File: config.mk
export PLATFORM = sky130hd
export DESIGN_NAME = fastreadout_scan_ctrl
export DESIGN_NICKNAME = d
export VERILOG_FILES = /design/src/rtl/fastreadout_pkg.sv /design/src/rtl/fastreadout_addr_counter.sv /design/src/rtl/fastreadout_scan_ctrl.sv
export SDC_FILE = /design/constraint.sdc
export NUM_CORES = 1
export LEC_CHECK = 0
export ABC_AREA = 0
export BUFFER_PORTS_ARGS = -buffer_cell sky130_fd_sc_hd__buf_2
export CAP_MARGIN = 20
export CORE_UTILIZATION = 50
export CTS_CLUSTER_DIAMETER = 60
export DETAILED_ROUTE_END_ITERATION = 8
export GPL_TIMING_DRIVEN = 1
export PLACE_DENSITY = 0.8
export RECOVER_POWER = 100
export SKIP_LAST_GASP = 1
export SYNTH_ARGS = -nofsm -noshare
export SYNTH_HDL_FRONTEND = slang
export SYNTH_SLANG_ARGS = --single-unit
File: constraint.sdc
create_clock -name clk -period 3.25 [get_ports clk]
set_clock_uncertainty 0.1 [all_clocks]
set_input_delay 0.1625 -clock clk [delete_from_list [all_inputs] [get_ports clk]]
set_output_delay 0.1625 -clock clk [all_outputs]
set_load 0.05 [all_outputs]
File: src/rtl/fastreadout_pkg.sv
// Shared types and helpers for the fast-readout scan sequencer.
package fastreadout_pkg;

  typedef enum logic [2:0] {
    IDLE,
    SETTLE,
    SAMPLE,
    XFER,
    HDR
  } state_t;

  // First header byte of a frame when the header feature is built in.
  localparam logic [7:0] HDR_SYNC = 8'hA5;

  // Bits needed to index n items (at least 1).
  function automatic int unsigned idx_w(input int unsigned n);
    return (n < 2) ? 32'd1 : 32'($clog2(n));
  endfunction

  // Bits needed to hold the value n.
  function automatic int unsigned val_w(input int unsigned n);
    return idx_w(n + 1);
  endfunction

endpackage

File: src/rtl/fastreadout_addr_counter.sv
// Row/column address counters with end-of-row/column flags and one-hot row decode.
module fastreadout_addr_counter
  import fastreadout_pkg::*;
#(
  parameter int unsigned ROWS = 8,
  parameter int unsigned COLS = 8
) (
  input  logic                    clk,
  input  logic                    rst_n,
  input  logic                    clr,
  input  logic                    col_inc,
  input  logic                    row_inc,
  output logic [idx_w(COLS)-1:0]  col,
  output logic                    last_col,
  output logic                    last_row,
  output logic [ROWS-1:0]         row_onehot
);

  localparam int unsigned ROW_W = idx_w(ROWS);
  localparam int unsigned COL_W = idx_w(COLS);
  localparam logic [ROW_W-1:0] ROW_LAST = ROW_W'(ROWS - 1);
  localparam logic [COL_W-1:0] COL_LAST = COL_W'(COLS - 1);

  logic [ROW_W-1:0] row;

  assign last_row   = (row == ROW_LAST);
  assign last_col   = (col == COL_LAST);
  assign row_onehot = ROWS'(1) << row;

  // Counters saturate at their last index; only clr returns them to zero.
  always_ff @(posedge clk) begin
    if (!rst_n || clr) begin
      row <= '0;
      col <= '0;
    end else if (row_inc && !last_row) begin
      row <= row + ROW_W'(1);
      col <= '0;
    end else if (col_inc && !last_col) begin
      col <= col + COL_W'(1);
    end
  end

endmodule

File: src/rtl/fastreadout_scan_ctrl.sv
// Fast-readout scan sequencer: row select, settle, per-column sample and
// valid/ready byte output. Optional frame header enabled by FASTREADOUT_HEADER_EN.
module fastreadout_scan_ctrl
  import fastreadout_pkg::*;
#(
  parameter int unsigned ROWS       = 8,
  parameter int unsigned COLS       = 8,
  parameter int unsigned SETTLE_CYC = 3,
  parameter int unsigned DATA_W     = 8
) (
  input  logic                   clk,
  input  logic                   rst_n,
  input  logic                   ena,
  input  logic                   start,
  input  logic                   cont_mode,
  input  logic                   abort,
  output logic [ROWS-1:0]        row_sel,
  output logic [idx_w(COLS)-1:0] col_addr,
  output logic                   sample_en,
  input  logic [DATA_W-1:0]      pix_in,
  output logic [DATA_W-1:0]      out_data,
  output logic                   out_valid,
  input  logic                   out_ready,
  output logic                   busy,
  output logic                   frame_done
);

  localparam int unsigned SET_W = idx_w(SETTLE_CYC);
  localparam logic [SET_W-1:0] SETTLE_LAST = SET_W'(SETTLE_CYC - 1);

  state_t            state, state_d;
  logic [SET_W-1:0]  settle_cnt, settle_d;
  logic [DATA_W-1:0] out_data_d;
  logic              out_valid_d;
  logic              clr, col_inc, row_inc;
  logic              last_col, last_row;
  logic [ROWS-1:0]   row_onehot;
  logic              hs;
`ifdef FASTREADOUT_HEADER_EN
  logic              hdr_idx, hdr_idx_d;
  logic [7:0]        frame_cnt, frame_cnt_d;
`endif

  fastreadout_addr_counter #(
    .ROWS (ROWS),
    .COLS (COLS)
  ) u_addr (
    .clk        (clk),
    .rst_n      (rst_n),
    .clr        (clr),
    .col_inc    (col_inc),
    .row_inc    (row_inc),
    .col        (col_addr),
    .last_col   (last_col),
    .last_row   (last_row),
    .row_onehot (row_onehot)
  );

  assign busy    = (state != IDLE);
  assign row_sel = busy ? row_onehot : '0;
  assign hs      = out_valid && out_ready;

  // State, settle counter and output byte registers.
  always_ff @(posedge clk) begin
    if (!rst_n) begin
      state      <= IDLE;
      settle_cnt <= '0;
      out_data   <= '0;
      out_valid  <= 1'b0;
`ifdef FASTREADOUT_HEADER_EN
      hdr_idx    <= 1'b0;
      frame_cnt  <= '0;
`endif
    end else begin
      state      <= state_d;
      settle_cnt <= settle_d;
      out_data   <= out_data_d;
      out_valid  <= out_valid_d;
`ifdef FASTREADOUT_HEADER_EN
      hdr_idx    <= hdr_idx_d;
      frame_cnt  <= frame_cnt_d;
`endif
    end
  end

  // Next-state and strobes; abort outranks everything, ena=0 freezes the rest.
  always_comb begin
    state_d     = state;
    settle_d    = settle_cnt;
    out_data_d  = out_data;
    out_valid_d = out_valid;
    clr         = 1'b0;
    col_inc     = 1'b0;
    row_inc     = 1'b0;
    sample_en   = 1'b0;
    frame_done  = 1'b0;
`ifdef FASTREADOUT_HEADER_EN
    hdr_idx_d   = hdr_idx;
    frame_cnt_d = frame_cnt;
`endif
    if (abort) begin
      state_d     = IDLE;
      out_valid_d = 1'b0;
      settle_d    = '0;
      clr         = 1'b1;
    end else if (ena) begin
      case (state)
        IDLE: begin
          if (start) begin
            clr      = 1'b1;
            settle_d = '0;
`ifdef FASTREADOUT_HEADER_EN
            hdr_idx_d = 1'b0;
            state_d   = HDR;
`else
            state_d   = SETTLE;
`endif
          end
        end
        SETTLE: begin
          if (settle_cnt == SETTLE_LAST) state_d = SAMPLE;
          else settle_d = settle_cnt + SET_W'(1);
        end
        SAMPLE: begin
          sample_en   = 1'b1;
          out_data_d  = pix_in;
          out_valid_d = 1'b1;
          state_d     = XFER;
        end
        XFER: begin
          if (hs) begin
            out_valid_d = 1'b0;
            if (!last_col) begin
              col_inc = 1'b1;
              state_d = SAMPLE;
            end else if (!last_row) begin
              row_inc  = 1'b1;
              settle_d = '0;
              state_d  = SETTLE;
            end else begin
              frame_done = 1'b1;
              clr        = 1'b1;
              settle_d   = '0;
`ifdef FASTREADOUT_HEADER_EN
              frame_cnt_d = frame_cnt + 8'd1;
              hdr_idx_d   = 1'b0;
              state_d     = cont_mode ? HDR : IDLE;
`else
              state_d     = cont_mode ? SETTLE : IDLE;
`endif
            end
          end
        end
`ifdef FASTREADOUT_HEADER_EN
        // Header bytes use the same load / handshake / drop rhythm as pixels.
        HDR: begin
          if (!out_valid) begin
            out_data_d  = hdr_idx ? DATA_W'(frame_cnt) : DATA_W'(HDR_SYNC);
            out_valid_d = 1'b1;
          end else if (hs) begin
            out_valid_d = 1'b0;
            if (hdr_idx) begin
              settle_d = '0;
              state_d  = SETTLE;
            end else begin
              hdr_idx_d = 1'b1;
            end
          end
        end
`endif
        default: state_d = IDLE;
      endcase
    end
  end

endmodule

==> flow_metrics.py <==
metrics = {
    "global_route": {
        "grt_pass1_vias": 936,
        "grt_max_degree": 11,
        "grt_pass1_wl_um": 3940,
        "grt_use_total_pct": 21.1,
        "antenna_found_initial": 0,
        "overflow": 0,
    },
    "yosys": {
        "yosysTopAreaCell": "dfxtp_1",
        "synthCells": 126,
        "synth-main-ff-cell": "dfxtp_1",
        "ys_warn_count": 0,
        "synth-async-reset-ratio_pct": 0,
        "synth.distinct_cells": 33,
        "ys_seq_elements": 19,
        "ys_seq_area_share_pct": 34.4,
        "synth_area_per_cell_um2": 8.77,
        "synth-edff-count": 0,
        "synth_area_leaders": "dfxtp_1 (34%), ha_1 (15%), nand2_1 (7.8%)",
        "synth_common_cells": "nand2_1 (23), dfxtp_1 (19), ha_1 (13), inv_1 (9), nor2_1 (9)",
        "synth_top_area_share_pct": 34.4,
        "yosysMostFrequentCell": "nand2_1",
        "synth_nets": 154,
        "netlist_area_um2": 1100,
    },
    "power": {
        "p_leak_uw": 0.000507,
        "power_uw": 403,
        "p_per_area_nw_per_um2": 311,
        "ir_drop_mv": 0.242,
    },
    "cts": {
        "cts_resized": 0,
        "holdBufCountCts": 0,
        "clkTransAtPathRegs_ns": 0.11,
        "clock_latency_ns": 0.28,
        "clkSinkCount": 19,
        "htree_levels": 1,
        "post-cts-setup-buffers": 0,
        "cts_buffers": 3,
        "cts_tree": "built",
        "cts_root_buf": "clkbuf_4",
        "clock_path_buffers": 2,
    },
    "min_path": {
        "worstHoldPathCells": 3,
        "holdPathEnd": "out_data[7]",
        "hp-class": "in2reg",
        "hold_start": "pix_in[7]",
    },
    "detailed_routing": {
        "wl_per_cell_um": 12.2,
        "ant_nets": 0,
        "drtIter0Drc": 15,
        "via_per_inst": 5.19,
        "drt_wl_total_um": 2350,
        "vias": 1002,
        "drc_errors": 0,
        "first_pass_iters": 4,
    },
    "timing": {
        "layout_setup_ws_ns": 0.741,
        "drv_slew": 0,
        "fin_crit_ns": 2.51,
        "worstMarginPinSlew_ns": 0.878,
        "post-route-period-util_pct": 77.2,
        "final.setup.tns_ns": 0,
        "rsz0062_at_grt": "no",
        "setup_viol": 0,
        "relSlewSlack_pct": 41.0,
        "hold_viol": 0,
        "fmax_mhz": 399,
    },
    "placed_design": {
        "portBuffers": 37,
        "place.gp.congestion": 0.797,
        "placed_cell_area_um2": 1320,
        "dp_hpwl_um": 1900,
        "place_ws_ns": 1.34,
    },
    "flow_run": {
        "cap_violations": 0,
    },
    "setup_path": {
        "end_kind": "output pin",
        "reg2reg_from": "u_addr.col[0]",
        "r2r_cells": 6,
        "crit_chain": "inv_1 > ha_1 > nand2_1 > or2_0 > inv_1 > clkbuf_1",
        "reg2reg_slack_ns": 1.11,
        "slowest_stage": "clkbuf_1",
        "start_kind": "flop",
        "required_ns": 2.99,
        "arrival_ns": 2.25,
        "worstSetupPathType": "reg2out",
        "regToRegEndpoint": "u_addr.col[0]",
        "path_max_fanout": 9,
        "cpMostUsedCell": "inv_1",
        "slowest_delay_ns": 0.50,
    },
    "floorplan": {
        "die_x_um": 49.0,
        "start_util_pct": 54.6,
        "core-area_um2": 2020,
        "row_count": 16,
        "die_h_um": 49.0,
        "die_area_um2": 2400,
        "num_io_pins": 38,
    },
    "run_status": {
        "status": "complete, no violations",
    },
    "final_layout": {
        "antenna_cells": 0,
        "drive_gt1_share_pct": 12.0,
        "finalInstanceArea_um2": 1300,
        "fill_cells": 195,
        "layout.nets": 195,
        "syn_to_final_growth_pct": 17.4,
    },
}
==> where the power goes <==
| part | switching, uW | total [uW] | internal, uW |
|---|---|---|---|
| clock network | 67.4 | 115 | 47.5 |
| logic | 34.3 | 51.7 | 17.4 |
| registers | 1.70 | 237 | 235 |
| total | 103 | 403 | 300 |
==> cell type report <==
class / instances / area, um2 / area share, %
multi-input combinational: 96 / 663 / 51.1
clock buffer: 4 / 26.3 / 2.03
sequential: 19 / 380 / 29.3
timing repair buffer: 37 / 156 / 12.1
tap: 27 / 33.8 / 2.60
inverter: 10 / 37.5 / 2.89
==> worst max-delay path by stage <==
stage                                to           from  slack, ns
final                         sample_en       state[0]       0.74
after global routing          sample_en       state[0]       0.60
after CTS                     sample_en       state[0]       1.09
after detailed placement  settle_cnt[1]       state[0]       1.34
after global placement    settle_cnt[1]       state[0]       1.44
after floorplan              frame_done  u_addr.col[0]       0.66
==> sequential cells by signal, indices dropped and copies added (netlist names) <==
signal / cells
settle_cnt: 2
out_data: 8
out_valid: 1
state: 2
u_addr.col: 3
u_addr.row: 3
==> per-stage QoR <==
step                      util (%)  std cells  hold WS, ns
after floorplan                  -        126        0.197
after global placement        65.3        189        0.312
after detailed placement      65.3        189        0.315
after CTS                     66.6        193      0.00528
after global routing          64.2        193       0.0126
final                         64.2        193      0.00606
==> metal layers <==
layer | up-vias | track usage (%) | routed length (um)
li1 | 509 | - | -
met4 | 0 | 4.41 | 19
met1 | 469 | 24.8 | 1060
met2 | 22 | 38.4 | 1180
met3 | 2 | 5.30 | 97
met5 | - | 0 | 0
==> critical path, delay by kind of cell, from the launching register on <==
family / cells / cell delay (ns)
adder cells (fa/ha/maj): 1 / 0.28
flip-flops: 1 / 0.35
buffers and inverters: 3 / 0.89
AND/OR/NAND/NOR: 2 / 0.45
==> layout by cell type, fill, tap and decap left out, types with 4 or more instances in the layout <==
cell and instances:
nand2b_1 4, inv_1 10, clkbuf_1 24, nor2_1 9, nor2b_1 4, a21boi_0 7
dfxtp_1 19, buf_2 14, a21oi_1 4, nand2_1 23, ha_1 13
==> cell families after synthesis <==
logic type	synth area share (%)
adder cells (fa/ha/maj)	14.7
AND/OR/NAND/NOR	29.6
AO/OA/AOI/OAI	13.3
flip-flops	34.4
multiplexers	2.72
XOR/XNOR	1.59
buffers and inverters	3.74
Power figures use the tool's default switching activity.
